## src/rtl/lpc_pkg.sv

```systemverilog
// Shared types and constants for the LPC register-file access arbiter.
package lpc_pkg;

  typedef enum logic [1:0] {
    IDLE  = 2'd0,
    GRANT = 2'd1,
    ACK   = 2'd2
  } lpc_state_e;

  typedef enum logic {
    REQ_HOST = 1'b0,
    REQ_BMC  = 1'b1
  } lpc_req_e;

  localparam int         LPC_NUM_REGS = 32;
  localparam logic [7:0] RD_ERR_DATA  = 8'hFF;

endpackage

```

## src/rtl/lpc_arb_lock_timer.sv

```systemverilog
// Idle counter for a held bus lock; expire_o is high while the count sits at LOCK_MAX.
module lpc_arb_lock_timer
  import lpc_pkg::*;
#(
  parameter logic [7:0] LOCK_MAX = 8'd64
) (
  input  logic clk_i,
  input  logic rst_i,
  input  logic clr_i,
  input  logic en_i,
  output logic expire_o
);

  logic [7:0] count_q, count_d;

  assign expire_o = (count_q == LOCK_MAX);

  // Expiry restarts the count so the pulse lasts exactly one cycle.
  always_comb begin
    count_d = count_q;
    if (clr_i || expire_o) begin
      count_d = '0;
    end else if (en_i) begin
      count_d = count_q + 8'd1;
    end
  end

  always_ff @(posedge clk_i) begin
    if (rst_i) begin
      count_q <= '0;
    end else begin
      count_q <= count_d;
    end
  end

endmodule

```

## src/rtl/lpc_reg_arbiter.sv

```systemverilog
// Two-requester (Host/Bmc) arbiter for the single LPC register-file port:
// round-robin with optional lock, out-of-range error response.
module lpc_reg_arbiter
  import lpc_pkg::*;
#(
  parameter int NUM_REGS = LPC_NUM_REGS,
  parameter int LOCK_MAX = 64
) (
  input  logic       LpcClock,
  input  logic       PciReset,
  input  logic       HostReq,
  input  logic       HostWr,
  input  logic       HostLock,
  input  logic [7:0] HostAddr,
  input  logic [7:0] HostWrData,
  output logic       HostAck,
  output logic [7:0] HostRdData,
  output logic       HostErr,
  input  logic       BmcReq,
  input  logic       BmcWr,
  input  logic       BmcLock,
  input  logic [7:0] BmcAddr,
  input  logic [7:0] BmcWrData,
  output logic       BmcAck,
  output logic [7:0] BmcRdData,
  output logic       BmcErr,
  input  logic [7:0] RegRdData,
  output logic [7:0] Addr,
  output logic       Wr,
  output logic [7:0] DataWrSW,
  output logic       Busy,
  output logic       Owner,
  output logic       LockTimeout,
  output lpc_state_e DbgState
);

  // Handshake: a requester raises Req with Wr/Lock/Addr/WrData stable and holds
  // it until a one-cycle Ack; Req still high in IDLE after Ack is a new request.

  localparam logic [8:0] NUM_REGS_W = 9'(NUM_REGS);

  lpc_state_e state_q, state_d;
  lpc_req_e   owner_q, owner_d, last_gnt_q, last_gnt_d, gnt_sel;
  logic       lock_q, lock_d;
  logic [7:0] addr_q, addr_d, wdata_q, wdata_d;
  logic       wr_q, wr_d, in_range_q, in_range_d;
  logic [7:0] host_rd_q, host_rd_d, bmc_rd_q, bmc_rd_d;
  logic       host_err_q, host_err_d, bmc_err_q, bmc_err_d;
  logic       host_ok, bmc_ok, gnt_valid;
  logic       sel_wr, sel_in_range;
  logic [7:0] sel_addr, sel_wdata;
  logic       owner_req, owner_lock, lock_expire, timer_en, timer_clr;

  // While locked only the lock owner (the last grantee) may be selected.
  assign host_ok   = HostReq && (!lock_q || owner_q == REQ_HOST);
  assign bmc_ok    = BmcReq  && (!lock_q || owner_q == REQ_BMC);
  assign gnt_valid = (state_q == IDLE) && (host_ok || bmc_ok);

  always_comb begin
    gnt_sel = REQ_HOST;
    if (host_ok && bmc_ok) begin
      gnt_sel = (last_gnt_q == REQ_HOST) ? REQ_BMC : REQ_HOST;
    end else if (bmc_ok) begin
      gnt_sel = REQ_BMC;
    end
  end

  assign sel_wr       = (gnt_sel == REQ_BMC) ? BmcWr     : HostWr;
  assign sel_addr     = (gnt_sel == REQ_BMC) ? BmcAddr   : HostAddr;
  assign sel_wdata    = (gnt_sel == REQ_BMC) ? BmcWrData : HostWrData;
  assign sel_in_range = ({1'b0, sel_addr} < NUM_REGS_W);

  assign owner_req  = (owner_q == REQ_BMC) ? BmcReq  : HostReq;
  assign owner_lock = (owner_q == REQ_BMC) ? BmcLock : HostLock;
  assign timer_en   = (state_q == IDLE) && lock_q && !owner_req;
  assign timer_clr  = gnt_valid || !lock_q;

  lpc_arb_lock_timer #(
    .LOCK_MAX (8'(LOCK_MAX))
  ) u_lock_timer (
    .clk_i    (LpcClock),
    .rst_i    (PciReset),
    .clr_i    (timer_clr),
    .en_i     (timer_en),
    .expire_o (lock_expire)
  );

  always_comb begin
    state_d    = state_q;
    owner_d    = owner_q;
    last_gnt_d = last_gnt_q;
    lock_d     = lock_q;
    addr_d     = addr_q;
    wdata_d    = wdata_q;
    wr_d       = 1'b0;
    in_range_d = in_range_q;
    host_rd_d  = host_rd_q;
    bmc_rd_d   = bmc_rd_q;
    host_err_d = host_err_q;
    bmc_err_d  = bmc_err_q;
    unique case (state_q)
      IDLE: begin
        if (lock_expire) lock_d = 1'b0;
        if (gnt_valid) begin
          state_d    = GRANT;
          owner_d    = gnt_sel;
          last_gnt_d = gnt_sel;
          addr_d     = sel_addr;
          wdata_d    = sel_wdata;
          in_range_d = sel_in_range;
          wr_d       = sel_wr && sel_in_range;
        end
      end
      GRANT: begin
        state_d = ACK;
        // RegRdData still reflects the pre-write value while Wr is asserted.
        if (owner_q == REQ_BMC) begin
          bmc_rd_d  = in_range_q ? RegRdData : RD_ERR_DATA;
          bmc_err_d = !in_range_q;
        end else begin
          host_rd_d  = in_range_q ? RegRdData : RD_ERR_DATA;
          host_err_d = !in_range_q;
        end
      end
      ACK: begin
        state_d = IDLE;
        lock_d  = owner_lock;
      end
      default: state_d = IDLE;
    endcase
  end

  always_ff @(posedge LpcClock) begin
    if (PciReset) begin
      state_q    <= IDLE;
      owner_q    <= REQ_HOST;
      last_gnt_q <= REQ_BMC;
      lock_q     <= 1'b0;
      addr_q     <= '0;
      wdata_q    <= '0;
      wr_q       <= 1'b0;
      in_range_q <= 1'b0;
      host_rd_q  <= '0;
      bmc_rd_q   <= '0;
      host_err_q <= 1'b0;
      bmc_err_q  <= 1'b0;
    end else begin
      state_q    <= state_d;
      owner_q    <= owner_d;
      last_gnt_q <= last_gnt_d;
      lock_q     <= lock_d;
      addr_q     <= addr_d;
      wdata_q    <= wdata_d;
      wr_q       <= wr_d;
      in_range_q <= in_range_d;
      host_rd_q  <= host_rd_d;
      bmc_rd_q   <= bmc_rd_d;
      host_err_q <= host_err_d;
      bmc_err_q  <= bmc_err_d;
    end
  end

  assign HostAck     = (state_q == ACK) && (owner_q == REQ_HOST);
  assign BmcAck      = (state_q == ACK) && (owner_q == REQ_BMC);
  assign HostRdData  = host_rd_q;
  assign BmcRdData   = bmc_rd_q;
  assign HostErr     = host_err_q;
  assign BmcErr      = bmc_err_q;
  assign Addr        = addr_q;
  assign DataWrSW    = wdata_q;
  assign Wr          = wr_q;
  assign Busy        = (state_q != IDLE);
  assign Owner       = owner_q;
  assign LockTimeout = lock_expire;
  assign DbgState    = state_q;

endmodule

```

## config.mk

```make
export PLATFORM = sky130hd
export DESIGN_NAME = lpc_reg_arbiter
export DESIGN_NICKNAME = d
export VERILOG_FILES = /design/src/rtl/lpc_pkg.sv /design/src/rtl/lpc_arb_lock_timer.sv /design/src/rtl/lpc_reg_arbiter.sv
export SDC_FILE = /design/constraint.sdc
export NUM_CORES = 1
export LEC_CHECK = 0
export BUFFER_PORTS_ARGS = -buffer_cell sky130_fd_sc_hd__buf_2
export CAP_MARGIN = 20
export CORE_MARGIN = 2
export CORE_UTILIZATION = 40
export DETAILED_ROUTE_END_ITERATION = 10
export GPL_ROUTABILITY_DRIVEN = 0
export PLACE_DENSITY = 0.75
export SKIP_CTS_REPAIR_TIMING = 1
export SLEW_MARGIN = 25
export SYNTH_ARGS = -nofsm -noshare
export SYNTH_HDL_FRONTEND = slang
export SYNTH_SLANG_ARGS = --single-unit
```

## constraint.sdc

```tcl
create_clock -name LpcClock -period 1.75 [get_ports LpcClock]
set_input_delay 0.175 -clock LpcClock [delete_from_list [all_inputs] [get_ports LpcClock]]
set_output_delay 0.175 -clock LpcClock [all_outputs]
set_load 0.01 [all_outputs]
```

==> results.cfg, run 1 <==
[logic_synthesis]
synth.largest_area_cell = sky130_fd_sc_hd__dfxtp_1
synthTopCellsByArea = sky130_fd_sc_hd__dfxtp_1 47%, sky130_fd_sc_hd__a211oi_1 13%, sky130_fd_sc_hd__nor2_1 8.9%
synth_warnings = 0
total_of_flip_flops_plus_latches_after_synthesis = 49
mappedNetlistNets = 297
yosysSeqAreaShare = 0.4672
post_synth_num_cell_types = 34
synth_largest_type_area_fraction = 0.4672
syn-instance-count = 247
yosys.cell_count.top_type = sky130_fd_sc_hd__nor2_1
synth.cells.most_frequent = 50 x sky130_fd_sc_hd__nor2_1, 49 x sky130_fd_sc_hd__dfxtp_1, 35 x sky130_fd_sc_hd__a211oi_1, 20 x sky130_fd_sc_hd__a21oi_1, 19 x sky130_fd_sc_hd__nand2_1
syn_avg_cell_area_um2 = 8.500
synthesis.area_um2 = 2100
synth_ff_type = sky130_fd_sc_hd__dfxtp_1
postSynth.asyncResetShare = 0
synth_edf_count = 0

[timing]
slew_headroom = 0.7425
fmaxAchievable_mhz = 630.5
final.setup.tns_ns = 0
worst_slew_pin_slew_ns = 0.3808
timing.final.crit_share = 0.9063
final_clock_skew_ns = 0.01108
timing_hold_violations_final = 0
total_of_endpoints_with_negative_setup_slack_in_the_final_report = 0
period_minus_slack_ns = 1.586
drv_slew = 0
grt_setup_unrepaired = no

[placement]
placement.io_buffers = 89
dpl.hpwl_um = 3703

[power]
power.density_nw_per_um2 = 964.0
comb_power_share = 0.208
p_switching_w = 0.0007532
p_int_w = 0.001922
power_frac_clock = 0.316
power.leakage_nw = 1.249
netSwitchingFraction = 0.2815
p_seq_frac = 0.476
peakVddDrop_uv = 483.1

[critical_path]
crit_family = simple AND/OR/NAND/NOR gates
start_kind = flip-flop
critPathArrivalTime_ns = 1.81
worstSetupEndpointType = flip-flop
critical-path-slowest-cell = sky130_fd_sc_hd__dfxtp_1
critical_path_peak_fanout = 8
timing.critical_path.required_ns = 1.98
cp.buffers_inverters = 0
path_cells = nor3b_1, nand2_2, or3_1, a21oi_1
cp_slowest_stage_delay_ns = 0.47
critical_path_class = flip-flop to flip-flop

[floorplanning]
design.die.area_um2 = 5845
core-area_um2 = 5075
floorplan.io_pins = 90
initial_core_util = 0.4137
floorplan.rows = 26
die_height_um = 76.45
die-width_um = 76.45

[clock_tree]
cts_sinks = 49
cts-root-to-sink-buffers = 2
cts.root.buffer_cell = sky130_fd_sc_hd__clkbuf_8
cts-htree-levels = 2
path_clk_slew_ns = 0.09
cts_tree = done
number_of_buffers_added_by_the_clock_tree_synthesis_step = 5
insertion_delay_ns = 0.30

[global_route]
grt_max_degree = 27
groute.usage.overall = 0.1738
antenna_found_initial = 0
grt-ovfl-total = 0
grt_first_pass_wirelength_um = 8286
first_global_vias = 1786

[route]
dr.pass1.iters = 4
routed_wire_length_per_instance_um = 12.51
dr.first_iter.drc_count = 47
drt-total-wl_um = 5131
ant_nets = 0
dr_total_vias = 2011
routed_via_density = 4.905
detail_route.drc_violations = 0

[layout]
design.final.nets = 389
antenna_cells_inserted = 0
layout-drive-gt1-share = 0.3412
final_util = 0.5468
flow.area_growth_from_synthesis_pct = 32.18

[outcome]
result_of_the_run = finished, final reports clean

[min_path]
holdCritPathClass = primary input to flip-flop

[run]
max_cap_viol_count = 0
layer usage:
metal,GRT usage,vias up,part of all wire
met4,0.07091,0,0.018
met2,0.2867,66,0.46
met3,0.04976,10,0.064
li1,-,1045,-
met1,0.2129,890,0.46
met5,0,-,0
through the flow:
stage	std cells	cell area (um2)	hold slack, ns	worst slack (ns)	total power [W]
final	410	2775	0.1064	0.1641	0.002675
after CTS	410	2769	0.09751	0.1654	0.002697
after global placement	402	2649	0.4227	0.2009	0.001848
after floorplan	247	2100	0.3161	0.1763	0.001628
after detailed placement	402	2649	0.4285	0.1877	0.001854
after global routing	410	2775	0.1063	0.04437	0.002830
logic make-up (layout without fill, tap and decap cells):
| family | Yosys count | count (layout) | synth area share |
|---|---|---|---|
| and+or+nand+nor | 103 | 103 | 0.2282 |
| AOI/OAI and AO/OA | 62 | 62 | 0.2014 |
| DFF | 49 | 49 | 0.4672 |
| buffers and inverters | 21 | 114 | 0.04708 |
| xor gates and xnor gates | 6 | 6 | 0.02503 |
| muxes | 4 | 4 | 0.01907 |
| adders and majority gates | 2 | 2 | 0.01192 |
power groups by stage:
| stage | combinational [W] | clock, W | sequential [W] |
|---|---|---|---|
| final | 0.000557 | 0.000845 | 0.00127 |
| after global routing | 0.000615 | 0.000927 | 0.00129 |
| after CTS | 0.000559 | 0.000866 | 0.00127 |
| after detailed placement | 0.000557 | 0 | 0.00130 |
| after global placement | 0.000552 | 0 | 0.00130 |
| after floorplan | 0.000300 | 0 | 0.00133 |
final timing paths:
kind                                              start                              endpoint  slack, ns  cells after the start
worst max-delay path                lock_q$_SDFFE_PP0P_  u_lock_timer.count_q[7]$_SDFFE_PP0P_       0.16                      4
worst min-delay path                      HostWrData[6]              DataWrSW[6]$_SDFFE_PP0N_       0.11                      3
worst max register to register      lock_q$_SDFFE_PP0P_  u_lock_timer.count_q[7]$_SDFFE_PP0P_       0.16                      4
worst min register to register  last_gnt_q$_SDFFE_PP1N_               last_gnt_q$_SDFFE_PP1N_       0.49                      2
flip-flops by register name, indices dropped and copies added (netlist names):
register,flops
Addr,8
BmcErr,1
BmcRdData,8
DataWrSW,8
DbgState,2
HostErr,1
HostRdData,8
Owner,1
Wr,1
in_range_q,1
last_gnt_q,1
lock_q,1
u_lock_timer.count_q,8
final cells by class:
cell class | instances | area [um2]
clock inverters | 2 | 37.54
flip-flops and latches | 49 | 980.9
repair buffers | 101 | 535.5
well taps | 70 | 87.58
multi-input cells | 177 | 1032
inverters | 5 | 18.77
clock buffers | 6 | 82.58
fillers | 506 | 2300
layout by cell type (no fill, tap or decap):
master / n
sky130_fd_sc_hd__bufinv_16: 1
sky130_fd_sc_hd__a21oi_1: 20
sky130_fd_sc_hd__clkbuf_8: 6
sky130_fd_sc_hd__buf_2: 89
sky130_fd_sc_hd__nand2b_1: 3
sky130_fd_sc_hd__buf_4: 12
sky130_fd_sc_hd__nor4bb_2: 1
sky130_fd_sc_hd__and3_1: 2
sky130_fd_sc_hd__nand4_1: 4
sky130_fd_sc_hd__ha_1: 2
sky130_fd_sc_hd__and4_1: 2
sky130_fd_sc_hd__nand3_1: 3
sky130_fd_sc_hd__a21boi_1: 1
sky130_fd_sc_hd__nand3b_1: 2
sky130_fd_sc_hd__nand4b_1: 1
sky130_fd_sc_hd__nand2_1: 19
sky130_fd_sc_hd__nand2_2: 1
sky130_fd_sc_hd__xor2_1: 5
sky130_fd_sc_hd__xnor2_1: 1
sky130_fd_sc_hd__o221ai_2: 1
sky130_fd_sc_hd__clkinvlp_4: 1
sky130_fd_sc_hd__nor2b_1: 8
sky130_fd_sc_hd__a22oi_1: 1
sky130_fd_sc_hd__nor3b_1: 1
sky130_fd_sc_hd__or3_1: 1
sky130_fd_sc_hd__a2111oi_2: 1
sky130_fd_sc_hd__a211oi_1: 35
sky130_fd_sc_hd__nor3_1: 3
sky130_fd_sc_hd__nor2_1: 50
sky130_fd_sc_hd__o221a_2: 1
sky130_fd_sc_hd__inv_1: 5
sky130_fd_sc_hd__nor2_2: 2
sky130_fd_sc_hd__mux2i_1: 4
sky130_fd_sc_hd__dfxtp_1: 49
sky130_fd_sc_hd__o21ai_0: 2
tightest hold or removal path, delay by kind of cell:
family	cells	cell delay [ns]
AO/OA/AOI/OAI	1	0.05
buffers and inverters	1	0.09
AND/OR/NAND/NOR	1	0.04
Power figures use the tool's default switching activity.
==> run 2, diff against run 1 <==
Settings changed: BUFFER_PORTS_ARGS -buffer_cell sky130_fd_sc_hd__buf_2 to -buffer_cell sky130_fd_sc_hd__buf_4.
==> run 2 against run 1 <==
  * Power shrank 5.9%
  * Via count up 0.50%
  * Maximum frequency rose by 3.1%
  * Register-to-register slack better by 0.05 ns
  * Sequential share of layout area decreased by 1.9 points
  * Cell area grew 5.6%
  * First-iteration DRC count increased by 17%
  * Sequential power barely moved
  * Core utilization up 3.1 points
  * Global-route usage grew 1.2 points
  * Routed wire length up 3.6%
  * Critical endpoint is now DataWrSW[2]$_SDFFE_PP0N_
==> results.cfg, run 2 (synthesis gave the netlist of run 1 again) <==
[route]
routed_wire_length_per_instance_um = 13.09
dr.pass1.iters = 4
detail_route.drc_violations = 0
ant_nets = 0
dr_total_vias = 2021
drt-total-wl_um = 5316
dr.first_iter.drc_count = 55
routed_via_density = 4.978

[critical_path]
timing.critical_path.required_ns = 1.96
r2r.worst_path.cells = 4
worstSetupEndpointType = flip-flop
start_kind = flip-flop
critical-path-slowest-cell = sky130_fd_sc_hd__o221a_2
critical_path_class = flip-flop to flip-flop
cp.buffers_inverters = 0
r2r_slack_ns = 0.21
path_cells = nor2_1, o221a_2, nor2_1, a211oi_1
rr_startpoint = DbgState[0]$_SDFFE_PP0P_
cp_slowest_stage_delay_ns = 0.49
critPathArrivalTime_ns = 1.75
regToRegEndpoint = DataWrSW[2]$_SDFFE_PP0N_
critical_path_peak_fanout = 18
crit_family = compound AO/OA/AOI/OAI gates
cp_common_cell = sky130_fd_sc_hd__nor2_1

[power]
power.density_nw_per_um2 = 859.0
comb_power_share = 0.249
p_seq_frac = 0.507
netSwitchingFraction = 0.2885
p_switching_w = 0.0007261
power_frac_clock = 0.244
p_int_w = 0.001791
peakVddDrop_uv = 395.4
power.leakage_nw = 1.269

[min_path]
holdCritPathClass = primary input to flip-flop
timing.hold.worst_endpoint = Addr[0]$_SDFFE_PP0N_
hold-path-cell-count = 3
timing.hold.worst.start = HostAddr[0]

[global_route]
first_global_vias = 1950
grt_first_pass_wirelength_um = 8873
antenna_found_initial = 0
groute.usage.overall = 0.1859
grt_max_degree = 43
grt-ovfl-total = 0

[timing]
timing.final.crit_share = 0.8792
final_clock_skew_ns = 0.007687
final.setup.tns_ns = 0
grt_setup_unrepaired = no
worst_slew_pin_slew_ns = 0.4702
total_of_endpoints_with_negative_setup_slack_in_the_final_report = 0
timing_hold_violations_final = 0
fmaxAchievable_mhz = 649.9
drv_slew = 0
slew_headroom = 0.6823
period_minus_slack_ns = 1.539

[layout]
final_common_cell = sky130_fd_sc_hd__buf_4
register_cell_area_after_layout_um2 = 980.9
design.final.nets = 387
antenna_cells_inserted = 0
layout-drive-gt1-share = 0.3304
final.fill_count = 508
layout.cells.most_common_list = 99 x sky130_fd_sc_hd__buf_4, 50 x sky130_fd_sc_hd__nor2_1, 49 x sky130_fd_sc_hd__dfxtp_1, 35 x sky130_fd_sc_hd__a211oi_1, 20 x sky130_fd_sc_hd__a21oi_1
flow.area_growth_from_synthesis_pct = 39.57
area_of_combinational_cells_with_multiple_inputs_um2 = 1026
final_area_um2 = 2930

[run]
max_cap_viol_count = 0

[outcome]
result_of_the_run = finished, final reports clean

[placement]
dpl.hpwl_um = 3928
place_area_um2 = 2856
placement.io_buffers = 89

[clock_tree]
path_clk_slew_ns = 0.08
cts.root.buffer_cell = sky130_fd_sc_hd__clkbuf_8
cts-root-to-sink-buffers = 2
cts_tree = done
insertion_delay_ns = 0.30
cts_sinks = 49
cts-htree-levels = 2
number_of_buffers_added_by_the_clock_tree_synthesis_step = 5

[floorplanning]
design.die.area_um2 = 5845
floorplan.io_pins = 90
die-width_um = 76.45
die_height_um = 76.45
core-area_um2 = 5075
initial_core_util = 0.4137
floorplan.rows = 26
==> run 2: power groups by stage <==
| stage | clock network (W) | registers (W) | logic (W) |
|---|---|---|---|
| after global placement | 0 | 0.00130 | 0.000623 |
| after CTS | 0.000644 | 0.00128 | 0.000634 |
| final | 0.000614 | 0.00128 | 0.000628 |
| after global routing | 0.000688 | 0.00129 | 0.000693 |
| after floorplan | 0 | 0.00133 | 0.000300 |
| after detailed placement | 0 | 0.00130 | 0.000633 |
==> run 2: worst register-to-register path, delay by kind of cell, from the launching register on <==
| family | cells | cell delay (ns) |
|---|---|---|
| compound gates | 2 | 0.72 |
| simple gates | 2 | 0.35 |
| flops | 1 | 0.39 |
==> run 2: worst max-delay path by stage <==
stage,startpoint,to,slack [ns],cells past startpoint
floorplan,Owner$_SDFFE_PP0N_,u_lock_timer.count_q[7]$_SDFFE_PP0P_,0.18,5
global placement,u_lock_timer.count_q[1]$_SDFFE_PP0P_,u_lock_timer.count_q[4]$_SDFFE_PP0P_,0.25,5
detailed placement,DbgState[0]$_SDFFE_PP0P_,DataWrSW[2]$_SDFFE_PP0N_,0.22,4
CTS,DbgState[0]$_SDFFE_PP0P_,in_range_q$_SDFFE_PP0N_,0.20,4
global route,DbgState[0]$_SDFFE_PP0P_,DataWrSW[3]$_SDFFE_PP0N_,0.06,4
finish,DbgState[0]$_SDFFE_PP0P_,DataWrSW[2]$_SDFFE_PP0N_,0.21,4
==> run 2: per-stage QoR <==
stage	hold slack [ns]	utilization	setup WS, ns	instances	power (W)
after floorplan	0.3161	-	0.1763	247	0.001628
after global placement	0.4369	0.5629	0.2485	400	0.001924
after detailed placement	0.4404	0.5629	0.2196	400	0.001933
after CTS	0.1093	0.5774	0.2037	406	0.002553
after global routing	0.1218	0.5774	0.06148	406	0.002673
final	0.1204	0.5774	0.2114	406	0.002517
==> run 2: per-layer routing <==
metal	share of wire	GRT usage	vias to the layer above
met5	0	0	-
met4	0.021	0.08364	0
met3	0.064	0.05569	11
met2	0.48	0.3177	65
met1	0.43	0.2135	905
li1	-	-	1040
==> run 2: cell type report <==
type                    count  share of cell area
clock inverters             1            0.001708
repair buffers             99              0.2536
clock buffers               5             0.02348
inverters                   5            0.006405
flip-flops and latches     49              0.3348
multi-input cells         177              0.3501
well taps                  70             0.02989
